==> src/rtl/microtile_pkg.sv <==
// -----------------------------------------------------------------------------
// microtile_pkg
// Shared types and helpers for the micro-tile scan monitor.
//   meas_state_t : measurement FSM states (IDLE, COUNT)
//   width_for()  : number of bits needed to hold values 0..max_val
// -----------------------------------------------------------------------------
package microtile_pkg;

    typedef enum logic {
        IDLE  = 1'b0,
        COUNT = 1'b1
    } meas_state_t;

    // Smallest width that can represent max_val. Never returns less than one
    // bit, so a degenerate counter still gets a legal vector.
    function automatic int unsigned width_for(input int unsigned max_val);
        return (max_val < 2) ? 1 : $clog2(max_val + 1);
    endfunction

endpackage

==> src/rtl/microtile_edge_counter.sv <==
// -----------------------------------------------------------------------------
// microtile_edge_counter
// Gated rising-edge counter used to measure activity on one bit of the
// selected tile bus. A start request opens a GATE-cycle window; at the end of
// the window the saturated count is published with a one-cycle valid pulse.
// An abort closes the window early and pulses err instead.
// Ports:
//   clk, rst      : system clock, asynchronous active-high reset
//   start         : open a window (ignored while one is already open)
//   abort         : close the open window without publishing a result
//   sample        : the bit being watched
//   busy          : a window is open
//   freq_count    : last completed count
//   freq_valid    : one-cycle pulse when freq_count updates
//   freq_err      : one-cycle pulse when a window is aborted
// -----------------------------------------------------------------------------
module microtile_edge_counter
    import microtile_pkg::*;
#(
    parameter int GATE = 64,
    parameter int CW   = 16
) (
    input  logic          clk,
    input  logic          rst,
    input  logic          start,
    input  logic          abort,
    input  logic          sample,
    output logic          busy,
    output logic [CW-1:0] freq_count,
    output logic          freq_valid,
    output logic          freq_err
);

    localparam int GW = width_for(GATE);
    localparam logic [GW-1:0] GATE_LOAD  = GW'(GATE);
    localparam logic [GW-1:0] WIN_ONE    = GW'(1);
    localparam logic [CW-1:0] CNT_ONE    = CW'(1);
    localparam logic [CW-1:0] CNT_MAX    = '1;

    meas_state_t   state;
    meas_state_t   state_next;
    logic [GW-1:0] window;
    logic [CW-1:0] edges;
    logic [CW-1:0] edges_next;
    logic          prev;
    logic          load;
    logic          finish;
    logic          kill;

    // Next-state decode. An abort wins over a window that happens to expire
    // in the same cycle, so a disturbed measurement is never published.
    always_comb begin
        state_next = state;
        load       = 1'b0;
        finish     = 1'b0;
        kill       = 1'b0;
        case (state)
            IDLE: begin
                if (start) begin
                    state_next = COUNT;
                    load       = 1'b1;
                end
            end
            COUNT: begin
                if (abort) begin
                    state_next = IDLE;
                    kill       = 1'b1;
                end else if (window == WIN_ONE) begin
                    state_next = IDLE;
                    finish     = 1'b1;
                end
            end
            default: state_next = IDLE;
        endcase
    end

    // Count including the current sample; sticks at all-ones instead of
    // wrapping so a fast oscillator reads as "at least max", never as low.
    always_comb begin
        edges_next = edges;
        if (sample && !prev && (edges != CNT_MAX)) begin
            edges_next = edges + CNT_ONE;
        end
    end

    // State register.
    always_ff @(posedge clk or posedge rst) begin
        if (rst) begin
            state <= IDLE;
        end else begin
            state <= state_next;
        end
    end

    // Window, edge detector and result registers. The window is loaded with
    // GATE and the last sample is taken as it goes from 1 to 0, so exactly
    // GATE samples land in the count.
    always_ff @(posedge clk or posedge rst) begin
        if (rst) begin
            window     <= '0;
            edges      <= '0;
            prev       <= 1'b0;
            freq_count <= '0;
            freq_valid <= 1'b0;
            freq_err   <= 1'b0;
        end else begin
            freq_valid <= finish;
            freq_err   <= kill;
            if (load) begin
                window <= GATE_LOAD;
                edges  <= '0;
                prev   <= sample;
            end else if (state == COUNT) begin
                window <= window - WIN_ONE;
                edges  <= edges_next;
                prev   <= sample;
            end
            if (finish) begin
                freq_count <= edges_next;
            end
        end
    end

    assign busy = (state == COUNT);

endmodule

==> src/rtl/microtile_scan_monitor.sv <==
// -----------------------------------------------------------------------------
// microtile_scan_monitor
// Brings NCH asynchronous tile output buses into the clk domain, picks one of
// them (manually or by round-robin auto-scan), registers it onto data_out,
// keeps a snapshot on request and measures edge frequency on bit FBIT of the
// selected bus.
// Ports:
//   clk, rst    : system clock, asynchronous active-high reset
//   ch_data     : flattened tile buses, channel i at [i*W +: W]
//   mode        : 0 = manual select via sel, 1 = auto-scan
//   sel         : manual channel index (out-of-range values are ignored)
//   trig        : snapshot request, also starts a measurement when idle
//   data_out    : registered selected channel
//   cur_ch      : channel currently selected
//   snap_data   : data_out captured at trig
//   snap_ch     : cur_ch captured at trig
//   busy        : measurement window open
//   freq_count  : last completed edge count
//   freq_valid  : pulse when freq_count updates
//   freq_err    : pulse when a measurement is aborted
// -----------------------------------------------------------------------------
module microtile_scan_monitor
    import microtile_pkg::*;
#(
    parameter int NCH         = 4,
    parameter int W           = 8,
    parameter int SELW        = 2,
    parameter int SYNC_STAGES = 2,
    parameter int DWELL       = 16,
    parameter int GATE        = 64,
    parameter int FBIT        = 0,
    parameter int CW          = 16
) (
    input  logic             clk,
    input  logic             rst,
    input  logic [NCH*W-1:0] ch_data,
    input  logic             mode,
    input  logic [SELW-1:0]  sel,
    input  logic             trig,
    output logic [W-1:0]     data_out,
    output logic [SELW-1:0]  cur_ch,
    output logic [W-1:0]     snap_data,
    output logic [SELW-1:0]  snap_ch,
    output logic             busy,
    output logic [CW-1:0]    freq_count,
    output logic             freq_valid,
    output logic             freq_err
);

    localparam int DWW = width_for(DWELL - 1);
    localparam int SW1 = SELW + 1;
    localparam logic [DWW-1:0]  DWELL_LAST = DWW'(DWELL - 1);
    localparam logic [DWW-1:0]  DWELL_ONE  = DWW'(1);
    localparam logic [SELW-1:0] LAST_CH    = SELW'(NCH - 1);
    localparam logic [SELW-1:0] CH_ONE     = SELW'(1);
    localparam logic [SW1-1:0]  NCH_V      = SW1'(NCH);

    logic [W-1:0]    syn [NCH];
    logic [W-1:0]    sel_bus;
    logic [DWW-1:0]  dwell;
    logic            mode_prev;
    logic            sel_valid;
    logic            sel_moves;
    logic            abort;

    // Plain flop chain per channel; every bit of a bus is sampled
    // independently, so multi-bit values may tear for one cycle on change.
    for (genvar i = 0; i < NCH; i++) begin : g_sync
        logic [W-1:0] pipe [SYNC_STAGES];

        always_ff @(posedge clk or posedge rst) begin
            if (rst) begin
                for (int s = 0; s < SYNC_STAGES; s++) pipe[s] <= '0;
            end else begin
                pipe[0] <= ch_data[i*W +: W];
                for (int s = 1; s < SYNC_STAGES; s++) pipe[s] <= pipe[s-1];
            end
        end

        assign syn[i] = pipe[SYNC_STAGES-1];
    end

    // Channel mux written as a compare chain so cur_ch never indexes past
    // the last real channel when NCH is not a power of two.
    always_comb begin
        sel_bus = '0;
        for (int i = 0; i < NCH; i++) begin
            if (cur_ch == SELW'(i)) sel_bus = syn[i];
        end
    end

    // A measurement is only meaningful on one channel in one mode, so any
    // request that would move cur_ch or flip the mode kills it.
    always_comb begin
        sel_valid = ({1'b0, sel} < NCH_V);
        sel_moves = !mode && sel_valid && (sel != cur_ch);
        abort     = busy && (sel_moves || (mode != mode_prev));
    end

    // Channel selection. Entering auto mode restarts the dwell from the
    // channel already selected; the dwell stops while a window is open so
    // the scan cannot move the measured channel.
    always_ff @(posedge clk or posedge rst) begin
        if (rst) begin
            cur_ch    <= '0;
            dwell     <= '0;
            mode_prev <= 1'b0;
        end else begin
            mode_prev <= mode;
            if (!mode) begin
                if (sel_valid) cur_ch <= sel;
            end else if (!mode_prev) begin
                dwell <= '0;
            end else if (!busy) begin
                if (dwell == DWELL_LAST) begin
                    dwell  <= '0;
                    cur_ch <= (cur_ch == LAST_CH) ? '0 : cur_ch + CH_ONE;
                end else begin
                    dwell <= dwell + DWELL_ONE;
                end
            end
        end
    end

    // Output register and snapshot; the snapshot is taken on every trig,
    // whether or not a measurement is already running.
    always_ff @(posedge clk or posedge rst) begin
        if (rst) begin
            data_out  <= '0;
            snap_data <= '0;
            snap_ch   <= '0;
        end else begin
            data_out <= sel_bus;
            if (trig) begin
                snap_data <= data_out;
                snap_ch   <= cur_ch;
            end
        end
    end

    microtile_edge_counter #(
        .GATE (GATE),
        .CW   (CW)
    ) u_edge_counter (
        .clk        (clk),
        .rst        (rst),
        .start      (trig),
        .abort      (abort),
        .sample     (data_out[FBIT]),
        .busy       (busy),
        .freq_count (freq_count),
        .freq_valid (freq_valid),
        .freq_err   (freq_err)
    );

endmodule

==> config.mk <==
export PLATFORM = sky130hd
export DESIGN_NAME = microtile_scan_monitor
export DESIGN_NICKNAME = d
export VERILOG_FILES = /design/src/rtl/microtile_pkg.sv /design/src/rtl/microtile_edge_counter.sv /design/src/rtl/microtile_scan_monitor.sv
export SDC_FILE = /design/constraint.sdc
export NUM_CORES = 1
export LEC_CHECK = 0
export CORE_UTILIZATION = 45
export DETAILED_ROUTE_END_ITERATION = 6
export GPL_TIMING_DRIVEN = 0
export PLACE_DENSITY = 0.72
export SYNTH_ARGS = -nofsm -noshare
export SYNTH_HDL_FRONTEND = slang
export SYNTH_SLANG_ARGS = --single-unit
==> constraint.sdc <==
create_clock -name clk -period 15.3 [get_ports clk]
set_clock_uncertainty 0.2 [all_clocks]
set_input_delay 3.825 -clock clk [delete_from_list [all_inputs] [get_ports clk]]
set_output_delay 3.825 -clock clk [all_outputs]
set_load 0.01 [all_outputs]
Yosys cells after proc, flatten, opt, wreduce, memory -nomap -nowiden

Index checks and enable logic that the tools add are counted.

Register bits: 132
Bits in latches: 0
Bits in writable memories: 0
Memory bits (read-only): 0
Output and inout bits: 39
Memories: 0

Add/sub/neg operators: 4
Multiply operators: 0
Div/mod/pow operators: 0
Order comparisons: 0
Eq/ne operators: 12
Shifts and indexed selects: 0
Muxes and demuxes: 29
Bitwise logic cells: 1
Reduce and logical (&&, ||, !) cells: 11

Operators by type and width:

| operator                                            | count |
|---|---|
| 2-to-1 mux 16 bit                                   | 3 |
| 2-to-1 mux 8 bit                                    | 4 |
| adder 16 x 1 -> 16 bit, second input constant       | 1 |
| != test 16 bit, second input constant               | 1 |
| 2-to-1 mux 7 bit                                    | 2 |
| 2-to-1 mux 4 bit                                    | 3 |
| 2-to-1 mux 1 bit                                    | 11 |
| 2-to-1 mux 2 bit                                    | 5 |
| equality test 7 x 1 -> 1 bit, second input constant | 1 |
| subtractor 7 x 1 -> 7 bit, second input constant    | 1 |
| adder 4 x 1 -> 4 bit, second input constant         | 1 |
| equality test 2 bit, second input constant          | 2 |
| equality test 4 bit, second input constant          | 1 |
| logical AND 1 bit                                   | 4 |
| != test 2 x 1 -> 1 bit, second input constant       | 2 |
| != test 2 bit, second input constant                | 2 |
| AND reduction 3 bit                                 | 1 |
| adder 2 x 1 -> 2 bit, second input constant         | 1 |
| equality test 2 x 1 -> 1 bit, second input constant | 1 |
| logical NOT 1 bit                                   | 2 |
| logical NOT 2 bit                                   | 1 |
| != test 2 bit                                       | 1 |
| one-hot mux 1 bit (2 select lines)                  | 1 |
| AND reduction 2 bit                                 | 1 |
| other kinds (4)                                     | 4 |

Depth between registers and ports, before layout

Word-level depth: 6
Depth in mapped cells: 7
Mapped depth without buffers: 6

Hierarchy

A second synthesis with hierarchy kept.

Cell total of the unflattened synthesis: 450
Area total of the unflattened synthesis: 5257.5 um2

By module, submodules not included:

| module                 | times used | cells each | area each (um2) | sequential area each (um2) |
|---|---|---|---|---|
| microtile_scan_monitor | 1          | 182        | 2895.3          | 2227.1 |
| microtile_edge_counter | 1          | 268        | 2362.3          | 1076.0 |

Least setup slack after synthesis

OpenSTA, ideal clock, no wires.

Path kind: input port to flip-flop
Start: input mode
End: register u_edge_counter.freq_count[9]
Arrival: 4.931 ns
Required time: 14.976 ns
Slack: 10.045 ns
Cell stages on the path: 6
Buffers on the path: 1
Cells stage by stage: ha_1 -> and2_1 -> and3_1 -> clkbuf_1 -> a21o_1 -> o31a_1

Longest elaborated chain between the ends: 6

Ends and longest elaborated chain:

| item                  | line                          | text |
|---|---|---|
| from (decl)           | microtile_scan_monitor.sv:37  | `input logic mode,` |
| logical NOT 1 bit     | n/a                           |  |
| logical AND 1 bit     | microtile_scan_monitor.sv:96  | `sel_moves = !mode && sel_valid && (sel != cur_ch);` |
| logical OR 1 bit (*)  | microtile_scan_monitor.sv:97  | `abort = busy && (sel_moves \|\| (mode != mode_prev));` |
| logical AND 1 bit (*) | microtile_scan_monitor.sv:97  |  |
| 2-to-1 mux 1 bit (*)  | microtile_edge_counter.sv:65  | `if (abort) begin` |
| 2-to-1 mux 1 bit (*)  | microtile_edge_counter.sv:57  | `case (state)` |
| to (signal assigned)  | microtile_edge_counter.sv:119 | `freq_count <= edges_next;` |
| to (decl)             | microtile_edge_counter.sv:29  | `output logic [CW-1:0] freq_count,` |

Every way passes the cells marked *; elsewhere a longest branch is shown, timed or not.
A chain may end at the register's enable or synchronous reset.

Worst setup path after layout

Start: input mode
End: register u_edge_counter.freq_count[4]

Same word-level chain as after synthesis.

==> flow_results.org <==
** Worst setup path
- The largest single stage delay on the critical path is 0.52 ns.
- The signal on the critical path passes through clkdlybuf4s50_1, clkbuf_1, a21o_1, nand4_1, mux2_2.
- In this run the critical register-to-register path is captured at u_edge_counter.freq_count[4]$_DFFE_PP0P_.
- Worst Setup Path Type :: in2reg
- Nature of the critical path startpoint :: primary input
- Required time of the worst setup path :: 15.40 ns
- Standard cell with the maximum stage delay on the critical path :: sky130_fd_sc_hd__clkdlybuf4s50_1
- Reg2reg path depth :: 6
- Peak fanout along the critical path :: 8
- Critical path data arrival time :: 5.72 ns
- In this run the register-to-register setup slack is 12.74 ns.
- The startpoint identified for the worst register-to-register timing path is u_edge_counter.window[1]$_DFFE_PP0P_.
- STA classifies the critical path endpoint as a flop.

** Routing
- DRC violation count after routing :: 0
- Number of iterations in the first detailed-routing pass :: 5
- Wire segments on met2 add up to 5.60 mm in the final route.
- Highest metal layer with signal wires :: met4
- In the final routing, the length of wire on met1 measures 4.88 mm.
- Summing over every cut layer, the via total after detailed routing is 3958.
- The detail route stage leaves a number of antenna-violating nets equal to 0.
- The routed design uses 654 um of met3 wire.
- Via count normalized by instance count :: 5.60
- DR iter-0 viols :: 251
- Final wirelength :: 11.4 mm
- Wirelength per Cell :: 16.1 um

** Logic synthesis
- Synthesized instance count :: 455
- Commonest cells in the synthesized netlist :: 132 x sky130_fd_sc_hd__dfrtp_1, 42 x sky130_fd_sc_hd__a21oi_1, 39 x sky130_fd_sc_hd__nand2_1, 39 x sky130_fd_sc_hd__o21ai_0, 20 x sky130_fd_sc_hd__nand3_1
- The synthesized design contains 0 enable-type register cells.
- Post-synth net total :: 502
- Multiplexer cells account for 4.52% of the synthesized area.
- Average footprint of a synthesized cell :: 11.7 um^2
- Of the total synthesized cell area, the portion taken by full adders, half adders and majority gates is 2.12%.
- Combined area of all synthesized cells :: 5310 um^2
- sky130_fd_sc_hd__dfrtp_1 takes more of the synthesized area than any other cell.
- sky130_fd_sc_hd__dfrtp_1 is the most common cell in the netlist.
- Warnings, synthesis :: 0
- Post-synth top area share :: 62.2%
- The synthesized netlist devotes 15.0% of its cell area to compound gates.
- Synthesized-area fraction occupied by and/or/nand/nor cells :: 13.0%
- Library cells used by synthesis :: 51
- In the post-synthesis netlist, the biggest area contributors are sky130_fd_sc_hd__dfrtp_1 62%, sky130_fd_sc_hd__a21oi_1 4.0%, sky130_fd_sc_hd__o21ai_0 3.7%.
- Among all flip-flop cells after synthesis, the most frequent one is sky130_fd_sc_hd__dfrtp_1.
- Synth Area in XOR/XNOR :: 0.494%
- Counting flops and latches in the post-synthesis netlist gives 132.
- Of the synthesized area, sequential elements account for 62.2%.
- Of all flip-flops after synthesis, the portion carrying an async set or reset was 100%.
- Largest family of logic cells by synthesized area :: compound AO/OA/AOI/OAI gates

** Floorplanning
- Area of the core region :: 11500 um^2
- Width of the die :: 111 um
- The initial utilization of the core area, before any placement, comes to 46.3%.
- IO Pins :: 77
- Overall die height :: 111 um
- The die covers 12200 um^2.
- The initialized floorplan defines 39 standard-cell rows.

** Layout
- 0 antenna diodes ended up in the layout.
- Layout cell share with drive strength beyond 1 :: 11.0%
- Count of nets after finishing :: 598
- Signed area change from the synthesized netlist to the final layout :: 30.2%
- The filler cells instantiated in the layout total 920.

** Clock network
- Number of setup buffers added after CTS :: 0
- TritonCTS built the clock tree.
- Gates resized, CTS repair :: 0
- Clock root buffer :: sky130_fd_sc_hd__clkbuf_16
- In this run, CTS created clock tree buffers numbering 17.
- In this run the number of H-tree levels came out at 4.
- The clock passes through at most 2 buffers.
- Clock latency on the worst-skew pair :: 0.42 ns
- CTS saw 132 sinks.
- Clock transition time at the flip-flop clock pins of the worst setup and hold paths :: 0.06 ns
- Count of hold-fix buffers inserted at cts :: 0

** Place
- I/O Buffers :: 76
- The congestion estimate from routability-driven global placement came to 0.883.
- Final HPWL from detailed placement :: 7.86 mm
- Prior to clock tree synthesis, the placed netlist has a worst setup slack of 9.24 ns.

** Timing
- Worst slew margin :: 49.1%
- Pins over their slew limit :: 0
- Min cycle time layout :: 5.63 ns
- After layout, the worst setup slack is 9.67 ns.
- Setup repair after global routing missed its margin :: no
- For the final routed database, the setup TNS stands at 0 ns.
- Fin. Hold Viols :: 0
- Setup violations remaining at the end of the flow were counted as 0.
- Actual slew at the worst max-slew pin :: 0.763 ns
- Timing would allow up to 178 MHz.
- Crit share post-route :: 36.8%

** Global route
- Entering global routing, the biggest net connects 85 pins.
- In the global route stage, overall resource usage came out at 20.2%.
- The via count of the first global-routing pass came to 3941.
- The first global-routing pass estimated 19.2 mm of wire.
- Number of antenna violations at the first check in global routing :: 0
- Global route total overflow :: 0

** Pwr
- Pwr/cell area :: 159 nW/um^2
- In this run the static leakage power is 2.98 nW.
- VDD sags by at most 124 uV.

** Job
- The tool flagged a number of max-cap violations equal to 0.

** Worst hold path
- In this run the most critical hold path is launched from g_sync[2].pipe[9]$_DFF_PP0_.
- Destination of the worst hold path :: g_sync[2].pipe[1]$_DFF_PP0_
- Class of the tightest hold or removal check :: reg2reg
- Hold Path Depth :: 0

** Run status
- The run finished with clean final reports.
==> cells in the final DEF (no fill, tap or decap), types with 3 or more instances in the layout <==
cell	n
sky130_fd_sc_hd__bufinv_16	4
sky130_fd_sc_hd__inv_6	3
sky130_fd_sc_hd__clkbuf_1	15
sky130_fd_sc_hd__a41oi_1	5
sky130_fd_sc_hd__o21ai_0	39
sky130_fd_sc_hd__clkbuf_16	17
sky130_fd_sc_hd__and4_1	5
sky130_fd_sc_hd__mux2i_1	6
sky130_fd_sc_hd__mux2_2	16
sky130_fd_sc_hd__ha_1	9
sky130_fd_sc_hd__or4_1	4
sky130_fd_sc_hd__buf_2	6
sky130_fd_sc_hd__dfrtp_1	132
sky130_fd_sc_hd__nor3_1	5
sky130_fd_sc_hd__clkdlybuf4s50_1	76
sky130_fd_sc_hd__a31oi_1	13
sky130_fd_sc_hd__nor2_1	13
sky130_fd_sc_hd__a311oi_1	4
sky130_fd_sc_hd__xnor2_1	3
sky130_fd_sc_hd__nand3_1	20
sky130_fd_sc_hd__nor2b_1	5
sky130_fd_sc_hd__nand3b_1	9
sky130_fd_sc_hd__a21oi_1	42
sky130_fd_sc_hd__nand4_1	3
sky130_fd_sc_hd__and3_1	6
sky130_fd_sc_hd__inv_1	9
sky130_fd_sc_hd__clkinv_4	5
sky130_fd_sc_hd__nand2_1	39
sky130_fd_sc_hd__or3_1	4
sky130_fd_sc_hd__nor4_1	4
sky130_fd_sc_hd__a21o_1	7
==> worst max-delay path by stage <==
| stage | startpoint | to | cells past startpoint |
|---|---|---|---|
| 3_5_place_dp | mode | u_edge_counter.freq_count[4]$_DFFE_PP0P_ | 5 |
| 6_report | mode | u_edge_counter.freq_count[4]$_DFFE_PP0P_ | 5 |
| 3_3_place_gp | rst | snap_ch[0]$_DFFE_PP0P_ | 2 |
| 2_1_floorplan | rst | cur_ch[0]$_DFFE_PP0P_ | 1 |
| 5_1_grt | mode | u_edge_counter.freq_count[9]$_DFFE_PP0P_ | 5 |
| 4_1_cts | mode | u_edge_counter.freq_count[4]$_DFFE_PP0P_ | 5 |
==> report_power, final <==
group	switching (W)	total [W]	internal [W]
clock	0.000152	0.000426	0.000274
combinational	0.000116	0.000228	0.000112
sequential	0.0000427	0.000447	0.000404
total	0.000310	0.00110	0.000790
==> per-stage QoR <==
step	hold WS [ns]	util, %	instances	power (W)	area (um^2)
3_5_place_dp	0.135	54.8	675	0.000678	6290
2_1_floorplan	0.131	-	455	0.000569	5310
3_3_place_gp	0.132	54.5	674	0.000669	6250
6_report	0.142	60.3	707	0.00110	6920
4_1_cts	0.144	60.3	707	0.00111	6920
5_1_grt	0.145	60.3	707	0.00116	6920
==> metal layers <==
metal,track usage (%),vias to the layer above
met5,0,-
met4,10.6,0
met3,5.63,23
met2,31.9,146
met1,25.4,1937
li1,-,1852
==> logic make-up after synthesis <==
family | after synthesis
flip-flops | 132
AO/OA/AOI/OAI | 129
AND/OR/NAND/NOR | 126
buffers and inverters | 34
multiplexers | 22
adder cells (fa/ha/maj) | 9
XOR/XNOR | 3
==> final cells by class <==
cell class,count,area [um^2],share of cell area (%)
sequential,132,3300,47.8
inverter,10,42.5,0.615
timing repair buffer,77,788,11.4
buffer,24,103,1.48
multi-input combinational,289,1870,27.0
tap,143,179,2.59
clock buffer,18,429,6.20
clock inverter,14,201,2.91
==> critical path, delay by kind of cell <==
family,cells,cell delay [ns]
AOI/OAI and AO/OA,1,0.23
buffers and inverters,2,0.78
muxes,1,0.44
and+or+nand+nor,1,0.45
==> state kept, by name (all words and copies together) (netlist names) <==
name                       flops
g_sync.pipe                   64
u_edge_counter.edges          16
u_edge_counter.freq_count     16
data_out                       8
snap_data                      8
u_edge_counter.window          7
dwell                          4
cur_ch                         2
snap_ch                        2
mode_prev                      1
u_edge_counter.busy            1
u_edge_counter.freq_err        1
u_edge_counter.freq_valid      1
u_edge_counter.prev            1
No activity file was read; power rests on OpenSTA's default activity.
